--- src/rtl/ccff_frame_chain.sv ---
// ============================================================================
// Module   : ccff_frame_chain
// Brief    : NUM_CHAINS x DEPTH configuration chain with shadow register,
//            frame-length check, circular readback and test isolation.
//            Optional even-parity stage per chain: define CCFF_PARITY_EN.
// Revision : 1.0
// ============================================================================
`default_nettype none

module ccff_frame_chain #(
  parameter int NUM_CHAINS = 4,
  parameter int DEPTH      = 32
) (
  input  logic                          prog_clk,
  input  logic                          prog_rst_n,
  input  logic                          Test_en,
  input  logic [NUM_CHAINS-1:0]         ccff_head,
  input  logic                          ccff_en,
  input  logic                          ccff_readback,
  input  logic                          ccff_commit,
  output logic [NUM_CHAINS-1:0]         ccff_tail,
  output logic [NUM_CHAINS*DEPTH-1:0]   config_out,
  output logic                          cfg_busy,
  output logic                          cfg_done,
  output logic                          cfg_err
);

`ifdef CCFF_PARITY_EN
  localparam int c_len = DEPTH + 1;
`else
  localparam int c_len = DEPTH;
`endif
  localparam int c_req   = c_len;
  localparam int c_cnt_w = $clog2(c_req + 2);
  localparam logic [c_cnt_w-1:0] c_req_cnt = c_cnt_w'(c_req);
  localparam logic [c_cnt_w-1:0] c_sat_cnt = c_cnt_w'(c_req + 1);
  localparam logic [c_cnt_w-1:0] c_one_cnt = c_cnt_w'(1);

  typedef enum logic [1:0] {
    ST_IDLE  = 2'd0,
    ST_SHIFT = 2'd1,
    ST_ERROR = 2'd2
  } state_t;

  state_t                            state_q, state_d;
  logic [c_cnt_w-1:0]                count_q, count_d;
  logic [NUM_CHAINS-1:0][c_len-1:0]  chain_q, chain_d, chain_shifted;
  logic [NUM_CHAINS-1:0][DEPTH-1:0]  shadow_q, shadow_d;
  logic                              busy_q, busy_d;
  logic                              done_q, done_d;
  logic                              err_q, err_d;
  logic [NUM_CHAINS-1:0]             par_ok;
  logic                              shift_req;
  logic                              frame_ok;

  generate
    for (genvar c = 0; c < NUM_CHAINS; c++) begin : g_chain
      assign chain_shifted[c] = {chain_q[c][c_len-2:0],
                                 ccff_readback ? chain_q[c][c_len-1] : ccff_head[c]};
      assign ccff_tail[c]     = chain_q[c][c_len-1];
`ifdef CCFF_PARITY_EN
      assign par_ok[c]        = ~(^chain_q[c]);
`else
      assign par_ok[c]        = 1'b1;
`endif
    end
  endgenerate

  // A commit in the same cycle as an enable takes priority and blocks the shift.
  assign shift_req = ccff_en & ~ccff_commit;
  assign frame_ok  = (count_q == c_req_cnt) & (&par_ok);

  always_comb begin
    state_d  = state_q;
    count_d  = count_q;
    chain_d  = chain_q;
    shadow_d = shadow_q;
    done_d   = 1'b0;
    err_d    = err_q;

    if (shift_req) begin
      chain_d = chain_shifted;
    end

    case (state_q)
      ST_IDLE: begin
        if (shift_req) begin
          state_d = ST_SHIFT;
          count_d = c_one_cnt;
        end
      end
      ST_SHIFT: begin
        if (ccff_commit) begin
          count_d = '0;
          if (frame_ok) begin
            for (int c = 0; c < NUM_CHAINS; c++) begin
              shadow_d[c] = chain_q[c][DEPTH-1:0];
            end
            done_d  = 1'b1;
            state_d = ST_IDLE;
          end else begin
            err_d   = 1'b1;
            state_d = ST_ERROR;
          end
        end else if (ccff_en) begin
          count_d = (count_q == c_sat_cnt) ? count_q : count_q + c_one_cnt;
        end
      end
      ST_ERROR: begin
        if (shift_req) begin
          state_d = ST_SHIFT;
          count_d = c_one_cnt;
          err_d   = 1'b0;
        end
      end
      default: begin
        state_d = ST_IDLE;
        count_d = '0;
      end
    endcase

    busy_d = (state_d == ST_SHIFT);
  end

  always_ff @(posedge prog_clk or negedge prog_rst_n) begin
    if (!prog_rst_n) begin
      state_q  <= ST_IDLE;
      count_q  <= '0;
      chain_q  <= '0;
      shadow_q <= '0;
      busy_q   <= 1'b0;
      done_q   <= 1'b0;
      err_q    <= 1'b0;
    end else begin
      state_q  <= state_d;
      count_q  <= count_d;
      chain_q  <= chain_d;
      shadow_q <= shadow_d;
      busy_q   <= busy_d;
      done_q   <= done_d;
      err_q    <= err_d;
    end
  end

  assign config_out = Test_en ? '0 : shadow_q;
  assign cfg_busy   = busy_q;
  assign cfg_done   = done_q;
  assign cfg_err    = err_q;

endmodule

`default_nettype wire
--- config.mk ---
export PLATFORM = sky130hd
export DESIGN_NAME = ccff_frame_chain
export DESIGN_NICKNAME = d
export VERILOG_FILES = /design/src/rtl/ccff_frame_chain.sv
export SDC_FILE = /design/constraint.sdc
export NUM_CORES = 1
export LEC_CHECK = 0
export BUFFER_PORTS_ARGS = -buffer_cell sky130_fd_sc_hd__buf_2
export CORE_ASPECT_RATIO = 1.25
export CORE_MARGIN = 2
export CORE_UTILIZATION = 30
export DETAILED_ROUTE_END_ITERATION = 16
export PLACE_DENSITY = 0.49
export SYNTH_ARGS = -nofsm -noshare
export SYNTH_HDL_FRONTEND = slang
export SYNTH_SLANG_ARGS = --single-unit
--- constraint.sdc ---
create_clock -name prog_clk -period 1.7 [get_ports prog_clk]
set_input_delay 0.34 -clock prog_clk [delete_from_list [all_inputs] [get_ports prog_clk]]
set_output_delay 0.34 -clock prog_clk [all_outputs]
set_load 0.005 [all_outputs]
# Word-level counts from Yosys, hierarchy flattened
# Cells that the tools add are included.
# W data, S select, Z words.
[word_totals]
input_bits = 10
output_inout_bits = 135
elab_cells = 54
ff_bits = 267
[classes]
add_sub_neg = 1
n_eq_ne = 11
bitwise = 2
muxes = 21
n_reduce_logical = 6
[op_table]
columns = ["op", "count"]
rows = [
  ["$mux W128", 1],
  ["$mux W6", 4],
  ["$eq A6 B6 Y1 const B", 2],
  ["$pmux W6 S2", 1],
  ["$mux W1", 10],
  ["$add A6 B1 Y6 const B", 1],
  ["$mux W2", 3],
  ["$ne A2 B2 Y1 const B", 3],
  ["$ne A3 B3 Y1 const B", 2],
  ["$reduce_and A3 Y1", 2],
  ["$eq A2 B1 Y1 const B", 2],
  ["$pmux W2 S2", 1],
  ["$reduce_and A4 Y1", 1],
  ["$eq A2 B2 Y1 const B", 1],
  ["$logic_not A2 Y1", 1],
  ["$ne A2 B1 Y1 const B", 1],
  ["$pmux W1 S2", 1],
  ["$reduce_bool A2 Y1", 1],
  ["$reduce_or A2 Y1", 1],
  ["$and A1 B1 Y1", 1],
  ["$not A1 Y1", 1],
]

# Longest topological paths before layout
# Gate-level depths: netlist of the first run.
[logic_depth]
word_depth = 5
ltp_mapped = 7
depth_no_buf = 5

# Worst setup path after synthesis of the first run
# No wires, ideal clock.
[synth_path]
kind = "reg2reg"
start = "register count_q[3]"
end = "register shadow_q[22] in the netlist's numbering"
slack_ns = 0.059
path_buffers = 2
stages_incl_launch_ff = 6
arrival_ns = 1.516
t_required_ns = 1.575
setup_ns = 0.125
cell_sequence = "dfrtp_1 -> nor4b_4 -> nand4_2 -> buf_2 -> buf_6 -> mux2_4"
[synth_between]
elab_chain_cells = 2
[synth_rtl]
columns = ["item", "line_no", "source"]
rows = [
  ["start, declared", "46", "logic [c_cnt_w-1:0] count_q, count_d;"],
  ["start signal, assigned", "136", "count_q <= count_d;"],
  ["$eq A6 B6 Y1", "71", "assign frame_ok = (count_q == c_req_cnt) & (&par_ok);"],
  ["$reduce_and A3 Y1 (no line)", "-", ""],
  ["end signal, assigned", "138", "shadow_q <= shadow_d;"],
  ["end, declared", "48", "logic [NUM_CHAINS-1:0][DEPTH-1:0] shadow_q, shadow_d;"],
]
# No other way between the ends.
# A chain may end at the register's enable or synchronous reset.

# Worst setup path after layout of the first run
[layout_path]
start = "register count_q[4]"
end = "register shadow_q[58] in the netlist's numbering"
# The elaborated chain is that of the path after synthesis.

==> flow_summary.yaml, run 1 <==
sta:
  skew_ns: 0.01663
  drv_slew: 0
  period_needed_ns: 1.793
  rsz0062_at_grt: "true"
  setup_slack_ns: -0.09328
  tns_ns: -7.915
  hold_viol: 0
  fin_crit_sh_pct: 105.5
  fin_hold_ws_ns: 0.1067
  final-setup-viol-count: 127
  fmax_ghz: 0.5576
  worst_pin_slew_ns: 0.5614
  slew_headroom_pct: 62.58
critical_path:
  reg2reg_depth: 5
  arrival_ns: 2.21
  start_kind: "flip-flop"
  critPathCaptureType: "flip-flop"
  worst-setup-path-type: "flip-flop to flip-flop"
  slowest_stage: "dfrtp_1"
  cp.required_ns: 2.11
  max_stage_delay_ns: 0.41
  crit_path_max_fanout: 29
  path_cells: "nor4b_4 -> nand4_4 -> buf_12 -> buf_16 -> mux2_1"
synth:
  yosys_warnings: 0
  synth_cell_types: 33
  synth_seq_cells: 267
  synth_nets: 1038
  syn_inst: 1025
  synth_edf_count: 0
  syn_area_per_cell_um2: 10.86
  netlist_area_um2: 11130
  yosysSeqAreaShare_pct: 60.02
  ys.flop_type: "dfrtp_1"
  ys_async_sr_fraction_pct: 100.0
finish:
  area_growth_syn_to_layout_pct: 25.39
  seq_area_um2: 6681
  final_common_cell: "nand2_1"
  nets: 1204
  mostFrequentLayoutCells: "nand2_1 (383), dfrtp_1 (267), buf_2 (142)"
  layoutNonFillerInstCount: 1691
  n_antenna_cell: 0
  multiInputGateArea_um2: 4214
  nFillCells: 3600
  fin_util_pct: 38.34
  design_area_um2: 13960
  drive_gt1_share_pct: 25.43
power_and_ir_drop:
  p_leak_nw: 7.834
  ir_drop_uv: 746.2
  powerDensity_nw_per_um2: 1005
  finalPower_mw: 14.03
route:
  drt-vias-per-instance: 4.379
  drc: 0
  first_pass_iters: 4
  num_vias: 7405
  drtIter0Drc: 262
  wl_per_cell_um: 14.98
  routed_wl_um: 25340
  detail-route-antenna-nets: 0
job:
  max_cap_violations: 0
floorplan:
  fp.dieArea_um2: 38670
  row_count: 78
  core_area_um2: 36400
  io_pins: 145
  dieHeight_um: 219.4
  start_util_pct: 30.58
  die_w_um: 176.3
clock_tree:
  cts_max_level: 1
  clkSlewWorstSetupHoldPaths_ns: 0.06
  root_buffer: "clkbuf_16"
  cts.path.max_buffers: 3
  cts_tree: "yes"
  clkLatencyLatePin_ns: 0.55
  cts_buffers: 29
  cts_sinks: 267
status:
  failed_checks: "setup timing"
  status: "finished, violations left"
global_routing:
  grt_pass1_wl_um: 39640
  antenna_found_initial: 0
  gr-total-overflow: 0
  grt_pass1_vias: 7448
  grt_max_degree: 59
  grt_use_total_pct: 12.68
placed_design:
  dp.cells: 1632
  hpwl_um: 15670
  gp_congestion: 0.7020
  io_buffer_count: 144
  place_ws_ns: -0.08368
  placedInstanceArea_um2: 12760
worst_hold_path:
  hp-class: "primary input to flip-flop"
  min_path_cells: 3
where the power goes:
group	leakage, nW	switching [mW]	internal, mW
registers	3.70	0.217	6.66
logic	3.67	0.549	0.341
clock network	0.467	2.53	3.73
total	7.83	3.30	10.7
final timing paths:
path                                           from                  endpoint  slack [ns]
max                          count_q[4]$_DFFE_PN0P_  shadow_q[58]$_DFFE_PN0P_       -0.09
min                                    ccff_head[2]   chain_q[64]$_DFFE_PN0P_        0.11
max reg2reg                  count_q[4]$_DFFE_PN0P_  shadow_q[58]$_DFFE_PN0P_       -0.09
min reg2reg                shadow_q[42]$_DFFE_PN0P_  shadow_q[42]$_DFFE_PN0P_        0.48
max in group asynchronous                prog_rst_n        cfg_busy$_DFF_PN0_        0.73
min in group asynchronous                prog_rst_n  shadow_q[76]$_DFFE_PN0P_        0.35
synthesized netlist by cell type, types with 2 or more instances:
cell	count	area share [%]
buf_4	5	0.34
and3_1	2	0.11
buf_2	13	0.58
inv_1	5	0.17
xor2_1	2	0.16
mux2_4	9	1.2
dfrtp_1	267	60
a21oi_1	3	0.13
nand2b_1	3	0.17
clkbuf_1	34	1.1
ha_1	3	0.34
mux2_1	100	10
and2_1	2	0.11
mux2_2	19	1.9
or3b_2	2	0.16
nor2_1	5	0.17
nand2_1	383	13
buf_6	11	1.1
mux2i_1	4	0.36
o21ai_0	10	0.45
nor2b_1	130	7.3
nand3_1	2	0.090
repair_timing:
action                                 in CTS  in global routing
endpoints found under the hold margin      41                  0
gates cloned                                0                  4
hold buffers                                1                  0
setup endpoints to repair                 110                117
resized for setup                           0                 33
setup buffers                               1                  2
pin swaps                                   0                  2
flip-flops by register name, summed over array words and instances (netlist names):
name	count
shadow_q	128
chain_q	124
count_q	6
ccff_tail	4
state_q	2
cfg_busy	1
cfg_done	1
cfg_err	1
worst max-delay path, delay by kind of cell, from the launching register on:
kind / cells / cell delay, ns
flops: 1 / 0.41
mux: 1 / 0.33
buf+inv: 2 / 0.38
simple gates: 2 / 0.54
kinds of logic after synthesis:
kind of cell / share of synthesized area [%]
simple gates: 21.52
flops: 60.02
mux: 13.61
buf+inv: 3.383
compound gates: 0.9667
fa+ha+maj: 0.3372
xor+xnor: 0.1574
metal layers:
layer / GRT usage [%] / wire [um] / vias up
met2: 21.82 / 12280 / 112
met5: 0 / 0 / -
met4: 4.050 / 547 / 0
li1: - / - / 3579
met3: 1.992 / 1057 / 35
met1: 16.33 / 11450 / 3679
final cells by class:
cell class | count | area share (%)
clock inverter | 9 | 0.7530
sequential | 267 | 47.87
inverter | 5 | 0.1345
multi-input combinational | 689 | 30.19
tap | 480 | 4.303
timing repair buffer | 199 | 10.70
clock buffer | 42 | 6.051
No activity file was read; power rests on OpenSTA's default activity.
==> run 2: changes to the inputs <==
- CTS_BUF_LIST: unset -> sky130_fd_sc_hd__clkbuf_4
==> run 2 against run 1 <==
The run still ends with setup timing left. Global-route usage is 0.57 points higher. Non-clock buffer count is 49 higher. Largest cell class unchanged. Sequential share of layout area is 2.3 points lower.
==> flow_summary.yaml, run 2 (synthesis results as in run 1) <==
sta:
  period_needed_ns: 1.785
  tns_ns: -5.327
  worst_pin_slew_ns: 0.5685
  drv_slew: 0
  fmax_ghz: 0.5601
  rsz0062_at_grt: "true"
  hold_viol: 0
  fin_crit_sh_pct: 105.0
  setup_slack_ns: -0.08543
  slew_headroom_pct: 62.10
  final-setup-viol-count: 115
  skew_ns: 0.03291
  fin_hold_ws_ns: 0.09375
status:
  status: "finished, violations left"
  failed_checks: "setup timing"
placed_design:
  place_ws_ns: -0.08368
  hpwl_um: 15670
  io_buffer_count: 144
  gp_congestion: 0.7020
  placedInstanceArea_um2: 12760
  dp.cells: 1632
finish:
  multiInputGateArea_um2: 4631
  design_area_um2: 14670
  area_growth_syn_to_layout_pct: 31.80
  final_common_cell: "nand2_1"
  reg_top3: "shadow_q x128, chain_q x124, count_q x6"
  largest_register: "shadow_q"
  largest_reg_flops: 128
  layoutNonFillerInstCount: 1806
  drive_gt1_share_pct: 35.32
  seq_area_um2: 6684
  mostFrequentLayoutCells: "nand2_1 (383), dfrtp_1 (265), buf_2 (138)"
  nets: 1295
  nFillCells: 3618
route:
  drt-vias-per-instance: 4.318
  first_pass_iters: 4
  routed_wl_um: 25840
  wl_per_cell_um: 14.31
  detail-route-antenna-nets: 0
  drtIter0Drc: 241
  num_vias: 7799
  drc: 0
global_routing:
  gr-total-overflow: 0
  grt_max_degree: 59
  grt_pass1_wl_um: 41020
  grt_pass1_vias: 8012
  antenna_found_initial: 1
  grt_use_total_pct: 13.25
critical_path:
  worst-setup-path-type: "flip-flop to flip-flop"
  reg2reg_depth: 5
  cp-startpoint: "count_q[4]$_DFFE_PN0P_"
  rrSetupSlack_ns: -0.09
  critPathCaptureType: "flip-flop"
  crit_path_max_fanout: 29
  cp.required_ns: 2.24
  reg2reg_to: "shadow_q[49]$_DFFE_PN0P_"
  start_kind: "flip-flop"
  arrival_ns: 2.33
  worstSetupEndpoint: "shadow_q[49]$_DFFE_PN0P_"
  timing.rr.start: "count_q[4]$_DFFE_PN0P_"
power_and_ir_drop:
  switching_share_pct: 25.52
  p_leak_nw: 8.127
  ir_drop_uv: 413.2
  internal_power_mw: 9.845
  combPwrFrac_pct: 7.1
  powerDensity_nw_per_um2: 901.0
  clock_power_share_pct: 40.9
  switching_power_mw: 3.373
  seqPwrFrac_pct: 52.0
clock_tree:
  cts_max_level: 3
  cts_sinks: 267
  root_buffer: "clkbuf_4"
  clkSlewWorstSetupHoldPaths_ns: 0.06
  cts.path.max_buffers: 3
  cts_tree: "yes"
  clkLatencyLatePin_ns: 0.67
  cts_buffers: 71
floorplan:
  row_count: 78
  start_util_pct: 30.58
  fp.dieArea_um2: 38670
  die_w_um: 176.3
  dieHeight_um: 219.4
  core_area_um2: 36400
  io_pins: 145
worst_hold_path:
  min_path_cells: 4
  hp-class: "primary input to flip-flop"
job:
  max_cap_violations: 0
-- run 2: changes by cell type in the layout (fill, tap and decap cells not counted), moves of 3 or more --
cell / before / now
buf_2: 142 / 138
buf_4: 28 / 73
buf_6: 2 / 5
clkbuf_1: 6 / 0
clkbuf_16: 31 / 2
clkbuf_4: 0 / 100
clkbuf_8: 7 / 0
clkinv_1: 0 / 11
dlygate4sd3_1: 1 / 6
mux2_1: 69 / 72
mux2_4: 40 / 37
nor2b_1: 129 / 72
nor2b_4: 1 / 58
-- run 2: worst min path at each step --
stage | from | endpoint | slack (ns)
2_1_floorplan | prog_rst_n | ccff_tail[0]$_DFFE_PN0P_ | 0.04
3_3_place_gp | prog_rst_n | shadow_q[76]$_DFFE_PN0P_ | 0.35
3_5_place_dp | prog_rst_n | shadow_q[76]$_DFFE_PN0P_ | 0.35
4_1_cts | ccff_en | cfg_err$_DFFE_PN0P_ | 0.02
5_1_grt | ccff_readback | chain_q[0]$_DFFE_PN0P_ | 0.05
6_report | ccff_en | cfg_err$_DFFE_PN0P_ | 0.09
-- run 2: what timing repair did --
| action | 4_1_cts | 5_1_grt |
|---|---|---|
| endpoints found under the hold margin | 130 | 0 |
| setup endpoints to repair | 217 | 238 |
| hold buffers | 6 | 0 |
| gates resized for setup | 66 | 77 |
| pin swaps | 0 | 2 |
| gates cloned | 0 | 3 |
| setup buffers | 29 | 19 |
-- run 2: per-stage QoR --
step,power [mW],utilization [%]
floorplan,7.364,-
global placement,7.884,35.05
detailed placement,7.908,35.05
CTS,13.51,38.81
global route,14.01,40.30
finish,13.22,40.30
-- run 2: worst max-delay path: stages (launching register included) --
cell and delay [ns]:
dfrtp_1 0.40, nor4b_4 0.37, nand4_4 0.16, buf_12 0.19, clkbuf_16 0.22, mux2_1 0.33
-- run 2: layer usage --
layer	up-vias	wire length [um]	track usage (%)
li1	3813	-	-
met1	3794	11380	15.97
met2	151	12700	22.61
met3	41	1270	3.690
met4	0	490	4.793
met5	-	0	0
-- run 2: layout make-up --
cell class	count	area share (%)
Antenna cell	1	0.01706
Clock buffer	100	5.117
Clock inverter	16	0.6055
Inverter	5	0.1279
Multi-Input combinational cell	689	31.56
Sequential cell	267	45.56
Tap cell	480	4.093
Timing Repair Buffer	248	12.92
-- run 2: power groups by stage --
stage	clock network [mW]	registers [mW]	logic [mW]
after floorplan	0	6.94	0.429
after global placement	0	6.99	0.894
after detailed placement	0	6.99	0.918
after CTS	5.68	6.88	0.953
after global routing	6.01	6.92	1.07
final	5.41	6.87	0.932
